## config.mk

```make
export PLATFORM = sky130hd
export DESIGN_NAME = button_debouncer
export DESIGN_NICKNAME = d
export VERILOG_FILES = /design/src/rtl/button_debouncer.sv
export SDC_FILE = /design/constraint.sdc
export NUM_CORES = 1
export LEC_CHECK = 0
export BUFFER_PORTS_ARGS = -buffer_cell sky130_fd_sc_hd__buf_2
export CAP_MARGIN = 25
export CORE_MARGIN = 3
export CORE_UTILIZATION = 44
export DETAILED_ROUTE_END_ITERATION = 16
export GPL_ROUTABILITY_DRIVEN = 0
export PLACE_DENSITY = 0.78
export SYNTH_ARGS = -nofsm -noshare
export SYNTH_HDL_FRONTEND = slang
export SYNTH_SLANG_ARGS = --single-unit
```

## constraint.sdc

```tcl
create_clock -name clk -period 1.35 [get_ports clk]
set_input_delay 0.0675 -clock clk [delete_from_list [all_inputs] [get_ports clk]]
set_output_delay 0.0675 -clock clk [all_outputs]
set_load 0.03 [all_outputs]
```

## src/rtl/button_debouncer.sv

```systemverilog
// rtl/button_debouncer.sv - button input synchroniser and tick-based debouncer with edge pulses and press counter
module button_debouncer #(
    parameter int STABLE_TICKS = 4,
    parameter int ACTIVE_LOW   = 0,
    parameter int PRESS_W      = 8
) (
    input  logic               clk,
    input  logic               rst_a_p,
    input  logic               sample_tick,
    input  logic               btn_in,
    output logic               btn_level,
    output logic               btn_rise,
    output logic               btn_fall,
    output logic [PRESS_W-1:0] press_count
);

    localparam int              CNT_W   = (STABLE_TICKS > 1) ? $clog2(STABLE_TICKS) : 1;
    localparam logic [CNT_W-1:0] CNT_MAX = CNT_W'(STABLE_TICKS - 1);
    localparam logic            INV     = (ACTIVE_LOW != 0);

    typedef enum logic {
        ST_LOW  = 1'b0,
        ST_HIGH = 1'b1
    } state_t;

    state_t           state;
    logic             s1;
    logic             s2;
    logic [CNT_W-1:0] cnt;

    always_ff @(posedge clk) begin
        if (rst_a_p) begin
            state       <= ST_LOW;
            s1          <= 1'b0;
            s2          <= 1'b0;
            cnt         <= '0;
            btn_rise    <= 1'b0;
            btn_fall    <= 1'b0;
            press_count <= '0;
        end else begin
            s1       <= btn_in ^ INV;
            s2       <= s1;
            btn_rise <= 1'b0;
            btn_fall <= 1'b0;
            // Any sample agreeing with the current level restarts the stability window.
            if (s2 == (state == ST_HIGH)) begin
                cnt <= '0;
            end else if (sample_tick) begin
                if (cnt == CNT_MAX) begin
                    cnt <= '0;
                    if (s2) begin
                        state       <= ST_HIGH;
                        btn_rise    <= 1'b1;
                        press_count <= press_count + 1'b1;
                    end else begin
                        state    <= ST_LOW;
                        btn_fall <= 1'b1;
                    end
                end else begin
                    cnt <= cnt + 1'b1;
                end
            end
        end
    end

    assign btn_level = (state == ST_HIGH);

endmodule
```

# ---- Yosys cells after proc, flatten, opt, wreduce, memory -nomap -nowiden
# Index checks and enable logic that the tools add are counted.
dict set report op_classes {
  add_sub_neg 2
  eq_ne 2
  muxes 3
  bitwise 3
  n_reduce_logical 4
}
# cell n
set op_table {}
lappend op_table {{adder 8 x 1 -> 8 bit (second input constant)} 1}
lappend op_table {{AND reduction 4 bit} 1}
lappend op_table {{OR reduction 4 bit} 1}
lappend op_table {{NOT 1 bit} 3}
lappend op_table {{AND reduction 3 bit} 1}
lappend op_table {{adder 2 x 1 -> 2 bit (second input constant)} 1}
lappend op_table {{== test 2 bit (second input constant)} 1}
lappend op_table {{two-way mux 1 bit} 2}
lappend op_table {{two-way mux 2 bit} 1}
lappend op_table {{OR reduction 2 bit} 1}
lappend op_table {{== test 1 bit} 1}
dict set report word_totals {
  regBits 15
  output_inout_bits 11
  wordCells 21
}

# ---- Depth between registers and ports, before layout
# Gate-level depths: netlist (run 1).
dict set report logic_depth {
  ltp_word 3
  ltp_mapped 5
}

# ---- Worst setup path before layout (run 1)
# Ideal clock, no wire load.
dict set report synth_path {
  path_kind {register to register}
  from {register press_count[0]}
  to {register press_count[6]}
  setup_time_ns 0.071
  arrival_time_ns 1.391
  slack_ns -0.112
  path_stages_with_launch 5
  path_buffers 0
  period_less_slack_ns 1.462
  path_cell_list {dfxtp_1 > ha_1 > nand3_1 > or4_1 > a21oi_1}
}
dict set report synth_between {
  elab_chain_len 1
}
# item line_no
set synth_rtl {}
lappend synth_rtl {{start: declaration} 14} ;# output logic [PRESS_W-1:0] press_count
lappend synth_rtl {{start signal: assignment} 54} ;# press_count <= press_count + 1'b1;
lappend synth_rtl {{adder 8 x 1 -> 8 bit} 54}
# No other way between the ends.
# A chain may end at the register's enable or synchronous reset.

# ---- Worst setup path in the final report (run 1)
# Ends and elaborated chain as after synthesis.

==> results.toml, run 1 <==
[run]
cap_violations = 0

[outcome]
violations = "negative setup slack"
status = "finished with violations"

[die]
die_h_um = 43.6
core_sq_mm = 0.00122
dieArea_sq_mm = 0.00190
initial_core_util_pct = 51.1
std_cell_rows = 12
fp.dieW_um = 43.6
io_pins = 15

[yosys]
syn_area_per_cell_sq_um = 9.57
synth_nets = 71
ys_seq_area_share_pct = 48.3
synth_top_area_share_pct = 48.3
async_flop_share_pct = 0
yosysTopAreaCell = "dfxtp_1"
syn_area_sq_um = 622
ys.warnings.count = 0
synth-edff-count = 0
synth_cell_type_count = 23
synthCells = 65
ys_seq_elements = 15
synthTopCellsByArea = "dfxtp_1, a21oi_1, ha_1"
ys.flop_type = "dfxtp_1"

[critical_path]
cp_slowest_stage_delay_ns = 0.54
crit_type = "reg -> reg"
cp.required_ns = 1.58
cp-start-kind = "register"
crit_chain = "ha_4 -> nand3_1 -> or4_1 -> a21oi_2"
cp_slowest_cell = "or4_1"
crit_fanout = 4
crit_arrival_ns = 1.61
rrSetupSlack_ns = -0.03
end_kind = "register"

[sta]
clock_skew_ns = 0.00220
hold_slack_ns = 0.00911
max_slew_margin_pct = 80.0
period_needed_ns = 1.38
drv_slew = 0
post-route-period-util_pct = 102
hold_viol_final = 0
rsz0062_at_grt = "yes"
fin_ws_ns = -0.0271
worstMarginPinSlew_ns = 0.298
max_freq_mhz = 726
setup-violations-final = 4

[global_route]
gr-total-overflow = 0
grt_pass1_wl_um = 2240
antenna_found_initial = 0
grt_max_degree = 17
grt_pass1_vias = 516
grt_usage_pct = 16.1

[cts]
cts_buffers = 3
htree_levels = 1
worst_skew_pair.late_latency_ns = 0.29
clk_pin_slew_ns = 0.09
cts_sinks = 15
tritoncts = "built"
cts_root_buf = "clkbuf_4"
cts_buffer_depth = 2

[power_and_ir_drop]
p_leak_nw = 0.345
power.total_mw = 0.729
power.density_mw_per_mm2 = 892
peakVddDrop_mv = 0.661

[detailed_routing]
met3WireLength_um = 60
drt_iter0_drc = 4
drc_errors = 0
top_layer = "met4"
wl_met1_um = 561
drtPass1Iterations = 5
via_per_inst = 5.52
wl_per_cell_um = 12.7
wl_um = 1270
met2_length_um = 619
dr_total_vias = 552
ant_nets = 0

[layout]
fin_nets = 93
diodes = 0
drive_gt1_share_pct = 46.5
multiInputGateArea_sq_um = 345
seqCellArea_sq_um = 312
syn2layout_area_growth_pct = 31.4
fillers = 100

[place]
io_buffers = 14
place_hpwl_um = 929

[hold_path]
holdCritPathClass = "in -> reg"
==> timing repair <==
item | CTS | global route
hold buffers | 0 | 0
pin swaps | 3 | 0
resized for setup | 2 | 4
setup buffers | 1 | 0
endpoints found under the setup margin | 5 | 5
==> layout make-up <==
type                    count  share of cell area (%)
flip-flops and latches     15                    38.1
repair buffers             19                    13.2
clock buffers               3                    2.76
inverters                   2                   0.919
clock inverters             1                   0.613
well taps                  14                    2.14
multi-input cells          46                    42.3
==> report_power, final <==
group          switching [mW]  leakage (nW)  internal (mW)  total, mW
Combinational          0.0142         0.202        0.00894     0.0231
Clock                   0.148        0.0177          0.110      0.258
Sequential            0.00261         0.126          0.445      0.448
==> registers in the layout, summed over array words and instances, names as in the netlist <==
signal       count
cnt              2
btn_level        1
btn_fall         1
btn_rise         1
s1               1
s2               1
press_count      8
==> path summary, 6_finish.rpt <==
path                                             startpoint                           to  depth (start not counted)
worst max-delay path            press_count[0]$_SDFFE_PP0P_  press_count[6]$_SDFFE_PP0P_                          4
worst min-delay path                                 btn_in                s1$_SDFF_PP0_                          2
worst max register to register  press_count[0]$_SDFFE_PP0P_  press_count[6]$_SDFFE_PP0P_                          4
worst min register to register                s1$_SDFF_PP0_                s2$_SDFF_PP0_                          1
==> synth_stat cells (all sizes together) (2+ instances only) <==
| master | number |
|---|---|
| nand2b | 2 |
| nand3 | 4 |
| or4 | 2 |
| mux2i | 2 |
| inv | 2 |
| o31ai | 2 |
| nor2b | 3 |
| a21oi | 7 |
| dfxtp | 15 |
| a211oi | 2 |
| or3 | 3 |
| ha | 2 |
| o21ai | 3 |
| nand2 | 4 |
| nor2 | 4 |
==> placed cells by master (no fill, tap or decap), types with 4 or more instances in the layout <==
cell type	synthesis	final
a21oi_1	7	5
buf_2	0	14
buf_4	1	5
dfxtp_1	15	6
dfxtp_2	0	9
nand2_1	4	4
nand3_1	4	4
nor2_1	4	4
==> per-layer routing <==
layer,global-route usage [%],vias to the layer above
met5,0,-
met2,25.0,18
met1,19.3,247
met3,4.98,5
li1,-,282
met4,9.64,0
==> cell families (layout without fill, tap and decap cells) <==
kind of cell               Yosys count  count (layout)  share of synthesized area [%]
adders and majority gates            2               2                           4.02
buffers and inverters                4              25                           3.02
xor gates and xnor gates             1               1                           1.41
DFF                                 15              15                           48.3
and+or+nand+nor                     26              26                           25.4
muxes                                3               3                           5.03
AOI/OAI and AO/OA                   14              14                           12.9
==> critical path, delay by kind of cell (launching register included) <==
kind | cells | cell delay, ns
adders and majority gates | 1 | 0.16
AOI/OAI and AO/OA | 1 | 0.13
and+or+nand+nor | 2 | 0.64
DFF | 1 | 0.39
==> per-stage QoR <==
stage | cells | area (sq um) | utilization, % | setup TNS (ns) | worst slack, ns
floorplan | 65 | 651 | - | 0 | 0.00114
global placement | 95 | 757 | 62.2 | -0.0275 | -0.0199
detailed placement | 95 | 757 | 62.2 | -0.222 | -0.0722
CTS | 100 | 796 | 65.4 | -0.0862 | -0.0288
global route | 100 | 817 | 67.2 | -0.385 | -0.0930
finish | 100 | 817 | 67.2 | -0.0719 | -0.0271
Note: power is estimated with default switching activity, not from simulation.
==> run 2: changes to the inputs <==
Settings changed: CORE_UTILIZATION 44 to 45, PLACE_DENSITY 0.78 to 0.77, SKIP_CTS_REPAIR_TIMING set to 1.
Clock period 1.35 ns to 1.4 ns, I/O delays scaled along.
==> results.toml, run 2 (synthesis gave the netlist of run 1 again) <==
[outcome]
status = "finished clean"

[place]
place_hpwl_um = 868
io_buffers = 14
dpl-instance-area_sq_um = 753
place_ws_ns = -0.0493

[cts]
cts_buffers = 3
tritoncts = "built"
cts_root_buf = "clkbuf_4"
clk_pin_slew_ns = 0.09
htree_levels = 1
cts_buffer_depth = 2
worst_skew_pair.late_latency_ns = 0.28
cts_sinks = 15

[sta]
max_freq_mhz = 734
timing.setup.tns_ns = 0
max_slew_margin_pct = 80.6
hold_viol_final = 0
hold_slack_ns = 0.000526
drv_slew = 0
setup-violations-final = 0
worstMarginPinSlew_ns = 0.290
fin_ws_ns = 0.0384
clock_skew_ns = 0.00316
period_needed_ns = 1.36
post-route-period-util_pct = 97.3

[critical_path]
r2r-end = "press_count[5]$_SDFFE_PP0P_"
rrSetupSlack_ns = 0.04
end_kind = "register"
cp_slowest_stage_delay_ns = 0.55
crit_chain = "buf_4 -> nand3_1 -> or4_4 -> a21oi_2"
cp-start-kind = "register"
cp.required_ns = 1.62
r2r_start = "press_count[0]$_SDFFE_PP0P_"
crit_type = "reg -> reg"
r2r_cells = 4
cp_slowest_cell = "or4_4"
crit_fanout = 3
crit_arrival_ns = 1.58

[detailed_routing]
drtPass1Iterations = 4
ant_nets = 0
drc_errors = 0
wl_per_cell_um = 13.0
via_per_inst = 5.53
drt_iter0_drc = 10
wl_um = 1320
dr_total_vias = 564

[layout]
drive_gt1_share_pct = 43.2
top_register = "press_count"
fillers = 93
fin_nets = 95
final_cell_mix = "buf_2, dfxtp_1, a21oi_1"
diodes = 0
largest_reg_flops = 8
syn2layout_area_growth_pct = 35.0
reg.largest.list = "press_count x8, cnt x2"
fin_area_sq_um = 840
final_common_cell = "buf_2"

[global_route]
antenna_found_initial = 0
grt_max_degree = 17
grt_pass1_vias = 444
grt_pass1_wl_um = 1860
gr-total-overflow = 0
grt_usage_pct = 13.4

[power_and_ir_drop]
peakVddDrop_mv = 0.602
p_leak_nw = 0.369
power.density_mw_per_mm2 = 825

[die]
io_pins = 15
initial_core_util_pct = 51.8
core_sq_mm = 0.00120
die_h_um = 43.2
fp.dieW_um = 43.2
dieArea_sq_mm = 0.00186
std_cell_rows = 12

[hold_path]
hp-start = "btn_in"
hold_path_depth = 2
holdCritPathClass = "in -> reg"
hold_end = "s1$_SDFF_PP0_"

[run]
cap_violations = 0
==> run 2: cell types whose count changed in the layout (fill, tap and decap cells not counted), sizes merged <==
cell | before | now
clkinv | 1 | 0
clkbuf | 3 | 4
buf | 19 | 21
==> run 2: cell type report <==
type	instances	area [sq um]	area share, %
Tap cell	14	17.5	2.09
Inverter	2	7.51	0.894
Multi-Input combinational cell	46	350	41.7
Sequential cell	15	314	37.4
Clock buffer	4	26.3	3.13
Timing Repair Buffer	21	124	14.8
==> run 2: worst max path at each step <==
stage                                           start                           to  slack [ns]  cells after the start
final                     press_count[0]$_SDFFE_PP0P_  press_count[5]$_SDFFE_PP0P_        0.04                      4
after floorplan                btn_level$_SDFFE_PP0P_  press_count[7]$_SDFFE_PP0P_        0.02                      3
after detailed placement          cnt[1]$_SDFFE_PP0P_  press_count[7]$_SDFFE_PP0P_       -0.05                      4
after global routing      press_count[1]$_SDFFE_PP0P_  press_count[6]$_SDFFE_PP0P_       -0.02                      4
after CTS                         cnt[1]$_SDFFE_PP0P_  press_count[7]$_SDFFE_PP0P_       -0.06                      4
after global placement            cnt[1]$_SDFFE_PP0P_  press_count[7]$_SDFFE_PP0P_       0.003                      4
==> run 2: worst max-delay path, delay by kind of cell (launching register included) <==
kind,cells,cell delay [ns]
AND/OR/NAND/NOR,2,0.70
buffers and inverters,1,0.12
AO/OA/AOI/OAI,1,0.12
flip-flops,1,0.37
==> run 2: power breakdown <==
part	leakage, nW	internal [mW]	switching [mW]	total (mW)
sequential	0.125	0.425	0.00227	0.428
clock	0.0150	0.110	0.133	0.243
combinational	0.228	0.00857	0.0134	0.0219
total	0.369	0.544	0.148	0.693
==> run 2: through the flow <==
step,utilization [%],std cells,power [mW]
after floorplan,-,65,0.452
after global placement,62.7,95,0.463
after detailed placement,62.7,95,0.463
after CTS,64.9,99,0.703
after global routing,69.9,102,0.727
final,69.9,102,0.693
==> run 2: layer usage <==
metal | vias up | global-route usage [%] | part of all wire [%]
li1 | 283 | - | -
met1 | 260 | 17.3 | 45
met2 | 19 | 19.8 | 49
met3 | 2 | 3.81 | 4.8
met4 | 0 | 7.23 | 0.98
met5 | - | 0 | 0
==> run 3: changes to the inputs <==
Settings changed: CORE_AREA set to 3 3 40 42, CORE_MARGIN 3 to not set, CORE_UTILIZATION 45 to not set, DIE_AREA set to 0 0 43 45, PLACE_DENSITY 0.77 to 0.79, RECOVER_POWER set to 25.
==> results.toml, run 3 (synthesis gave the netlist of run 1 again) <==
[outcome]
status = "finished with violations"
violations = "negative hold slack, negative setup slack"

[sta]
drv_slew = 0
max_slew_margin_pct = 80.6
fin_ws_ns = -0.00919
period_needed_ns = 1.41
hold_viol_final = 1
setup-violations-final = 1
hold_slack_ns = -0.0135
post-route-period-util_pct = 101
rsz0062_at_grt = "yes"
clock_skew_ns = 0.00392
max_freq_mhz = 710
timing.setup.tns_ns = -0.00919
worstMarginPinSlew_ns = 0.290

[place]
place_inst = 96
place_hpwl_um = 878
io_buffers = 14

[global_route]
busiest_layer = "met2"
grt_use_met2_pct = 27.2
grt_max_degree = 17
antenna_found_initial = 0
grt.met3_usage_pct = 4.78
grt_pass1_wl_um = 2080
grt_usage_pct = 14.5
gr-usage-met1_pct = 15.0
gr-total-overflow = 0
grt_pass1_vias = 511

[layout]
final_common_cell = "buf_2"
fillers = 110
drive_gt1_share_pct = 41.9
final_cell_mix = "buf_2, dfxtp_1, dfxtp_2"
top_register = "press_count"
diodes = 0
reg.largest.list = "press_count x8, cnt x2"
syn2layout_area_growth_pct = 32.6
largest_reg_flops = 8
final_cells = 101
fin_nets = 93

[power_and_ir_drop]
power.density_mw_per_mm2 = 853
peakVddDrop_mv = 0.637
p_leak_nw = 0.364

[critical_path]
crit_type = "reg -> reg"
crit_fanout = 5
end_kind = "register"
cp.required_ns = 1.63
cp-start-kind = "register"
crit_arrival_ns = 1.64

[cts]
cts_sinks = 15
cts_buffers = 3
worst_skew_pair.late_latency_ns = 0.28
clk_pin_slew_ns = 0.09
htree_levels = 1
cts_root_buf = "clkbuf_4"
tritoncts = "built"
cts_buffer_depth = 2

[detailed_routing]
wl_per_cell_um = 12.5
ant_nets = 0
dr_total_vias = 529
via_per_inst = 5.24
drc_errors = 0
drt_iter0_drc = 6
drtPass1Iterations = 4
wl_um = 1270

[die]
dieArea_sq_mm = 0.00194
core_sq_mm = 0.00128
std_cell_rows = 13
initial_core_util_pct = 48.4
die_h_um = 45
fp.dieW_um = 43
io_pins = 15

[hold_path]
holdCritPathClass = "in -> reg"

[run]
cap_violations = 0
[run 3: cell types whose count changed in the layout (fill, tap and decap cells not counted), sizes merged]
cell,before,now
clkbuf,4,3
buf,21,19
clkinv,0,1
[run 3: cell type report]
class	instances	area (sq um)	share of cell area, %
tap	15	18.8	2.28
clock inverter	1	5.00	0.607
timing repair buffer	19	111	13.5
inverter	2	7.51	0.910
sequential	15	309	37.5
clock buffer	3	22.5	2.73
multi-input combinational	46	350	42.5
[run 3: worst paths after layout]
kind                                          start                     endpoint  slack (ns)  cells after the start
worst min-delay path                         btn_in                s1$_SDFF_PP0_       -0.01                      2
worst min register to register        s1$_SDFF_PP0_                s2$_SDFF_PP0_        0.46                      1
worst max register to register  cnt[0]$_SDFFE_PP0P_  press_count[5]$_SDFFE_PP0P_      -0.009                      4
worst max-delay path            cnt[0]$_SDFFE_PP0P_  press_count[5]$_SDFFE_PP0P_      -0.009                      4
[run 3: routing by layer]
metal / up-vias / part of all wire, %
li1: 278 / -
met1: 240 / 41
met2: 9 / 53
met3: 2 / 4.7
met4: 0 / 0.95
met5: - / 0
[run 3: report_power, final]
| part | switching, mW | internal [mW] | total, mW |
|---|---|---|---|
| clock network | 0.143 | 0.106 | 0.249 |
| logic | 0.0135 | 0.00858 | 0.0220 |
| registers | 0.00272 | 0.429 | 0.432 |
| total | 0.159 | 0.544 | 0.703 |
[run 3: through the flow]
stage          utilization, %  worst slack [ns]  total power, mW  instance area [sq um]
4_1_cts                  60.9           -0.0652            0.711                    782
5_1_grt                  64.2           -0.0673            0.735                    825
6_report                 64.2          -0.00919            0.703                    825
3_3_place_gp             58.7          -0.00366            0.463                    754
3_5_place_dp             58.7           -0.0506            0.464                    754
2_1_floorplan               -            0.0154            0.452                    647
[run 3: critical path, cell delays in order (launching register included)]
cell	delay, ns
dfxtp_2	0.36
ha_4	0.14
nand4b_4	0.15
or4_1	0.56
a21oi_2	0.14
